$ cat src/rtl/frame_word_scheduler.sv
`default_nettype none
// ============================================================================
// Module      : frame_word_scheduler
// Description : Telemetry word scheduler. At each word boundary it picks the
//               next 16-bit word source (frame sync 1, frame sync 2, subframe
//               ID, payload data or fill), loads it into a shift register and
//               serialises it MSB-first. Drains a first-word-fall-through
//               payload FIFO and maintains the subframe counter.
//
// Ports       : clock_in     - single clock, rising edge
//               reset_n      - asynchronous active-low reset
//               enable       - run request, sampled on frame sync 1 strobes
//               word_strobe  - one-cycle pulse at each word boundary
//               slot_f1/f2/sf/d - slot type of the word loaded on the strobe
//               sf_max       - subframe counter terminal value
//               data_in      - FIFO head word (FWFT)
//               data_valid   - FIFO not empty
//               data_ready   - FIFO pop (combinational)
//               serial_out   - serial bitstream, MSB first
//               frame_start  - one-cycle pulse after each SYNC1 load
//               running      - scheduler is in the RUN state
//               slot_error   - sticky slot-flag error
//               underrun_ct  - saturating payload underrun count
//
// Revision    : 1.0 - initial release
// ============================================================================
module frame_word_scheduler (
  input  logic        clock_in,
  input  logic        reset_n,
  input  logic        enable,
  input  logic        word_strobe,
  input  logic        slot_f1,
  input  logic        slot_f2,
  input  logic        slot_sf,
  input  logic        slot_d,
  input  logic [15:0] sf_max,
  input  logic [15:0] data_in,
  input  logic        data_valid,
  output logic        data_ready,
  output logic        serial_out,
  output logic        frame_start,
  output logic        running,
  output logic        slot_error,
  output logic [15:0] underrun_ct
);

  localparam logic [15:0] c_SYNC1     = 16'hFE6B;
  localparam logic [15:0] c_SYNC2     = 16'h2840;
  localparam logic [15:0] c_FILL_WORD = 16'hAAAA;
  localparam logic [15:0] c_CT_MAX    = 16'hFFFF;

  typedef enum logic [0:0] {
    ST_IDLE = 1'b0,
    ST_RUN  = 1'b1
  } state_t;

  state_t      r_state;
  state_t      w_state_next;

  logic [15:0] r_shift;
  logic [15:0] r_sf_count;
  logic [15:0] r_underrun_ct;
  logic        r_frame_start;
  logic        r_slot_error;

  // Priority-resolved slot flags: f1 > f2 > sf > d
  logic        w_sel_f1;
  logic        w_sel_f2;
  logic        w_sel_sf;
  logic        w_sel_d;
  logic [2:0]  w_flag_cnt;
  logic        w_multi_flag;

  logic [15:0] w_load_word;
  logic        w_load_sync1;
  logic        w_sf_step;
  logic        w_underrun;
  logic        w_pop;
  logic        w_set_error;

  assign w_sel_f1     = slot_f1;
  assign w_sel_f2     = ~slot_f1 & slot_f2;
  assign w_sel_sf     = ~slot_f1 & ~slot_f2 & slot_sf;
  assign w_sel_d      = ~slot_f1 & ~slot_f2 & ~slot_sf & slot_d;
  assign w_flag_cnt   = {2'b00, slot_f1} + {2'b00, slot_f2}
                      + {2'b00, slot_sf} + {2'b00, slot_d};
  assign w_multi_flag = (w_flag_cnt > 3'd1);

  // --------------------------------------------------------------------------
  // Next-state and word-source selection
  // --------------------------------------------------------------------------
  always_comb begin
    w_state_next = r_state;
    w_load_word  = c_FILL_WORD;
    w_load_sync1 = 1'b0;
    w_sf_step    = 1'b0;
    w_underrun   = 1'b0;
    w_pop        = 1'b0;
    w_set_error  = 1'b0;

    if (word_strobe) begin
      // Conflicting flags are flagged in any state; the winner still applies.
      if (w_multi_flag) begin
        w_set_error = 1'b1;
      end

      case (r_state)
        ST_IDLE: begin
          // The entering strobe does not advance the subframe counter, so
          // the first frame carries the current count.
          if (w_sel_f1 && enable) begin
            w_state_next = ST_RUN;
            w_load_word  = c_SYNC1;
            w_load_sync1 = 1'b1;
          end
        end

        ST_RUN: begin
          if (w_sel_f1) begin
            if (enable) begin
              w_load_word  = c_SYNC1;
              w_load_sync1 = 1'b1;
              w_sf_step    = 1'b1;
            end else begin
              // Stop only at a frame boundary; this slot goes out as fill.
              w_state_next = ST_IDLE;
            end
          end else if (w_sel_f2) begin
            w_load_word = c_SYNC2;
          end else if (w_sel_sf) begin
            w_load_word = r_sf_count;
          end else if (w_sel_d) begin
            if (data_valid) begin
              w_load_word = data_in;
              w_pop       = 1'b1;
            end else begin
              w_underrun  = 1'b1;
            end
          end else begin
            w_set_error = 1'b1;
          end
        end

        default: begin
          w_state_next = ST_IDLE;
        end
      endcase
    end
  end

  // --------------------------------------------------------------------------
  // State and datapath registers
  // --------------------------------------------------------------------------
  always_ff @(posedge clock_in or negedge reset_n) begin
    if (!reset_n) begin
      r_state       <= ST_IDLE;
      r_shift       <= 16'h0000;
      r_sf_count    <= 16'h0000;
      r_underrun_ct <= 16'h0000;
      r_frame_start <= 1'b0;
      r_slot_error  <= 1'b0;
    end else begin
      r_state <= w_state_next;

      // A strobe always reloads, discarding any bits not yet shifted out.
      if (word_strobe) begin
        r_shift <= w_load_word;
      end else begin
        r_shift <= {r_shift[14:0], 1'b0};
      end

      if (w_sf_step) begin
        if (r_sf_count >= sf_max) begin
          r_sf_count <= 16'h0000;
        end else begin
          r_sf_count <= r_sf_count + 16'h0001;
        end
      end

      if (w_underrun && (r_underrun_ct != c_CT_MAX)) begin
        r_underrun_ct <= r_underrun_ct + 16'h0001;
      end

      r_frame_start <= w_load_sync1;

      if (w_set_error) begin
        r_slot_error <= 1'b1;
      end
    end
  end

  assign data_ready  = w_pop;
  assign serial_out  = r_shift[15];
  assign frame_start = r_frame_start;
  assign running     = (r_state == ST_RUN);
  assign slot_error  = r_slot_error;
  assign underrun_ct = r_underrun_ct;

endmodule
`default_nettype wire

$ cat config.mk
export PLATFORM = sky130hd
export DESIGN_NAME = frame_word_scheduler
export DESIGN_NICKNAME = d
export VERILOG_FILES = /design/src/rtl/frame_word_scheduler.sv
export SDC_FILE = /design/constraint.sdc
export NUM_CORES = 1
export LEC_CHECK = 0
export ABC_AREA = 1
export CORE_ASPECT_RATIO = 0.7
export CORE_MARGIN = 5
export CORE_UTILIZATION = 38
export CTS_CLUSTER_SIZE = 25
export DETAILED_ROUTE_END_ITERATION = 10
export SETUP_SLACK_MARGIN = 0.02
export SLEW_MARGIN = 20
export SYNTH_ARGS = -nofsm -noshare
export SYNTH_HDL_FRONTEND = slang
export SYNTH_SLANG_ARGS = --single-unit
$ cat constraint.sdc
create_clock -name clock_in -period 2.61 [get_ports clock_in]
set_clock_uncertainty 0.2 [all_clocks]
set_input_delay 0.522 -clock clock_in [delete_from_list [all_inputs] [get_ports clock_in]]
set_output_delay 0.522 -clock clock_in [all_outputs]
set_load 0.02 [all_outputs]
# == Word-level counts from Yosys, hierarchy flattened ==
# Cells that the tools add are included.
# word_totals
latchBits,0
out_inout_bits,21
wordCells,65
regBits,51
ramBits,0
n_memories,0
in_bits,41
romBits,0
# op_classes
reduce_logical,2
multipliers,0
muxes,40
shift,0
div,0
n_bitwise,9
order_cmp,2
add_sub_neg,5
eq_ne,1
# ops
cell,n
two-way mux 16 bit,7
"adder 16 x 1 -> 16 bit, second input constant",2
one-hot mux 16 bit (2 select lines),1
two-way mux 15 bit,2
two-way mux 1 bit,28
greater-or-equal comparator 16 bit,1
"!= test 16 bit, second input constant",1
AND 1 bit,5
NOT 1 bit,4
one-hot mux 1 bit (2 select lines),2
adder 2 x 1 -> 3 bit,1
adder 3 x 1 -> 3 bit,1
"greater-than comparator 3 x 1 -> 1 bit, second input constant",1
adder 1 x 1 -> 2 bit,1
logical AND 1 bit,2

# == Depth between registers and ports, before layout ==
# depth
word_depth,11
depth_mapped,13
ltp_nobuf,12

# == Least setup slack after synthesis ==
# Ideal clock, no wire load.
# synth_path
kind,in2out
startpoint,input port slot_f1
endpoint,output port data_ready
arrival_ps,1433
t_required_ps,1888
path_buffers,0
path_slack_ps,455
stages,6
path_cell_list,inv_2 -> ha_1 -> nand3_1 -> nor2_1 -> nand2_1 -> inv_1
# synth_between
elab_chain_len,10
elab_cells_between_ends,12
classes_between,6 x mux; 6 x bitwise
# synth_lines
item,line_no,source
"start, declared",32,"input logic slot_f1,"
NOT 1 bit,"82, 83, 84",
AND 1 bit,"83, 84",
AND 1 bit (2 in series),84,assign w_sel_d = ~slot_f1 & ~slot_f2 & ~slot_sf & slot_d;
two-way mux 1 bit,132,end else if (w_sel_d) begin
two-way mux 1 bit,130,end else if (w_sel_sf) begin
two-way mux 1 bit,128,end else if (w_sel_f2) begin
two-way mux 1 bit (*),119,if (w_sel_f1) begin
two-way mux 1 bit (*),107,case (r_state)
two-way mux 1 bit (*),101,if (word_strobe) begin
"end, declared",39,"output logic data_ready,"
# Every way passes the cells marked *; elsewhere a longest branch is shown, timed or not.

# == Worst setup path after layout ==
# layout_path
startpoint,input port slot_f2
endpoint,output port data_ready
# layout_between
elab_chain_len,10
elab_cells_between_ends,12
classes_between,6 x mux; 6 x bitwise
# layout_lines
item,line_no,source
"start, declared",33,"input logic slot_f2,"
NOT 1 bit,"83, 84",
AND 1 bit,"83, 84",
AND 1 bit (2 in series),84,
two-way mux 1 bit,132,
two-way mux 1 bit,130,
two-way mux 1 bit (*),128,
two-way mux 1 bit (*),119,
two-way mux 1 bit (*),107,
two-way mux 1 bit (*),101,
# Marked as above.

==> summary.md <==
| Metric | Value |
|---|---|
| Outcome | completed |
| Placed Area | around 4100 um^2 |
| Placed wire-length estimate | 6975 um |
| Largest net degree at the start of global routing | 30 |
| Top-Level Pins | a little over 60 |
| GRT Overall Usage | roughly 18% |
| Syn_nets | 486 |
| Root Buffer | clkbuf_16 |
| Antenna violations before repair | 0 |
| Mapped Cells | 424 |
| Worst r2r src | underrun_ct[0] |
| CP Class | input pin to output port |
| Clock Power Share | 26.2% |
| Seq cells post-synth | between 50 and 60 |
| Core footprint | ~8300 um^2 |
| Clk_lat worst skew | 0.28 ns |
| Async SR Flop Fraction | 100.0% |
| Clk slew on worst S/H paths | roughly 0.06 ns |
| VDD IR-drop max | approximately 0.30 mV |
| Power Dens Cells | 560.5 nW/um^2 |
| Drt wl/cell | 14.02 um |
| Synth Cell Area | about 3200 um^2 |
| Number of H-tree levels | 2 |
| Cell variety after synth | 37 |
| CP Capture Type | output port |
| RD Place Congestion | between 0.8 and 0.9 |
| Worst Hold Class | input pin to async pin |
| First-pass GRT wire length | 14,660 um |
| Worst Max-Slew Pin Slew | just under 0.7 ns |
| Final ANT Viol Nets | 0 |
| P_sw | 809.4 uW |
| Max-Cap Viols | 0 |
| Mux contribution to synthesized area | 0% |
| Cts bufs inserted | 5 |
| Fin crit share | around 95% |
| Critical path data required time | around 1.9 ns |
| Post-synthesis sequential area ratio | between 30% and 40% |
| CP Launch Point | slot_f2 |
| Via count | slightly above 3,000 |
| Number of global-route vias before repair | 2,985 |
| Synth Flop Type | dfrtp_1 |
| Design area | approximately 4300 um^2 |
| Final Hold Vio Count | 0 |
| Comb power frac | 30.8% |
| Overflow left after global routing | 0 |
| WP data arrival | between 1.5 and 2 ns |
| Most common cell after layout, fill and taps aside | nand2_1 |
| Setup bufs post-CTS | 0 |
| # setup viols final | 0 |
| Fraction of layout cells with a size suffix above 1 | between 10 and 15% |
| Crit-path max FO | 2 |
| Port Buffer Count | 61 |
| Avg Inst Size Synth | between 7 and 8 um^2 |
| Largest family of logic cells by synthesized area | simple AND/OR/NAND/NOR gates |
| Initial core utilization | between 30% and 40% |
| EDFF count, synth | 0 |
| Rel. slew slack | between 50% and 60% |
| Warnings from Yosys | 0 |
| Routed WL | a little under 9000 um |
| Residual DRC | 0 |
| Post-Synth Simple-Gate Area | between 20% and 30% |
| Router iterations before antenna repair | 5 |
| Max Transition Viols Final | 0 |
| Pleak | ~2 nW |
| Startpoint Class | input pin |
| Fill cell count | slightly above 800 |
| Sw Ratio | between 30% and 40% |
| Vias per inst | a little under 5 |
| Commonest non-fill, non-tap cells in the layout | nand2_1 (114), inv_1 (59), clkdlybuf4s50_1 (58) |
| Nets | 573 |
| DR iter-0 viols | 284 |
| Clock Path Buffers | 2 |
| Clk sinks | between 50 and 60 |
| Internal | between 1.5 and 2 mW |
| Post-Synth Adder-Cell Area | between 8 and 9% |
| Sequential power share | 43.1% |
| Fin crit period | about 2.5 ns |
| Die Footprint | about 10,000 um^2 |
| Die height | 86.92 um |
| Diode count | 0 |
| DIE WIDTH | about 120 um |
| Xor/xnor share of the synthesized area | just over 4% |
| FP Rows | 28 |
| RSZ-0062 raised after global routing | false |
| CTS tree | yes |
| Syn-to-layout area delta | 33.15% |
| Util after Layout | 51.29% |
| Compound-cell area share of the yosys netlist | about an eighth |
| Max Clock Freq | 401.9 MHz |
==> kinds of logic after synthesis <==
logic type	Yosys count
buf+inv	72
xor+xnor	15
flops	51
fa+ha+maj	21
simple gates	197
compound gates	68
==> sequential cells by signal, indices dropped and copies added, names as in the netlist, named ones only <==
| register | count |
|---|---|
| frame_start | 1 |
| r_sf_count | 16 |
| r_shift | 16 |
| slot_error | 1 |
| underrun_ct | 16 |
==> cells in the mapped netlist (all sizes together) (3+ instances only) <==
library cell,instances,area (um^2)
nand2,117,449.2
inv,63,239.0
dfrtp,51,1276
nor2,31,121.4
a21oi,29,145.1
nand3,27,140.1
o21ai,24,120.1
ha,20,250.2
xor2,12,105.1
nand4,9,56.30
nor3,9,61.31
buf,6,45.04
o221ai,5,43.79
o211ai,4,30.03
xnor2,3,26.28
==> routing by layer <==
metal	part of all wire (%)	GRT usage (%)	wire length, um
met5	0	0	0
met1	51	27.77	4445
met3	7.5	3.182	645
met2	41	25.41	3531
met4	0.34	2.495	29
==> power by group through the flow <==
| stage | registers (mW) | clock network, mW | logic (mW) |
|---|---|---|---|
| finish | 1.03 | 0.627 | 0.738 |
| CTS | 1.03 | 0.646 | 0.738 |
| global route | 1.05 | 0.680 | 0.860 |
| floorplan | 1.03 | 0 | 0.431 |
| global placement | 1.05 | 0 | 0.714 |
| detailed placement | 1.05 | 0 | 0.734 |
==> layout make-up <==
class                      count  area, um^2  share of cell area (%)
sequential                    51        1276                   29.84
multi-input combinational    301        1658                   38.77
inverter                      64       244.0                   5.705
timing repair buffer          88       829.5                   19.40
tap                          105       131.4                   3.072
clock buffer                   7       132.6                   3.101
clock inverter                 1       5.005                  0.1170
==> timing repair <==
action | in CTS | in global routing
hold buffers | 0 | 0
resized for setup | 7 | 7
pin swaps | 0 | 1
setup endpoints to repair | 1 | 1
==> metrics by stage <==
| stage | TNS (ns) | cells | hold slack, ns | total power, mW | worst slack [ns] |
|---|---|---|---|---|---|
| 5_1_grt | 0 | 617 | 0.07772 | 2.592 | 0.03192 |
| 2_1_floorplan | 0 | 424 | 0.02641 | 1.459 | 0.4551 |
| 6_report | 0 | 617 | 0.02823 | 2.397 | 0.1216 |
| 4_1_cts | 0 | 617 | 0.04334 | 2.414 | 0.03724 |
| 3_3_place_gp | -0.4729 | 609 | 0.2357 | 1.759 | -0.4729 |
| 3_5_place_dp | -0.5260 | 609 | 0.2409 | 1.780 | -0.5085 |
==> worst paths after layout <==
path                                   end  slack, ns  depth (start not counted)
min in group clock_in           r_shift[7]       0.26                          2
min                         underrun_ct[2]       0.03                          1
max                             data_ready       0.12                          7
min reg2reg                     r_shift[7]       0.26                          2
max in group asynchronous       r_shift[7]       1.62                          2
max reg2reg                underrun_ct[10]       0.55                          6
==> worst max-delay path: stages <==
cell,delay (ns)
clkdlybuf4s50_1,0.45
buf_4,0.15
ha_1,0.19
nor2_2,0.14
nand2_2,0.09
inv_2,0.08
buf_4,0.14
No activity file was read; power rests on OpenSTA's default activity.
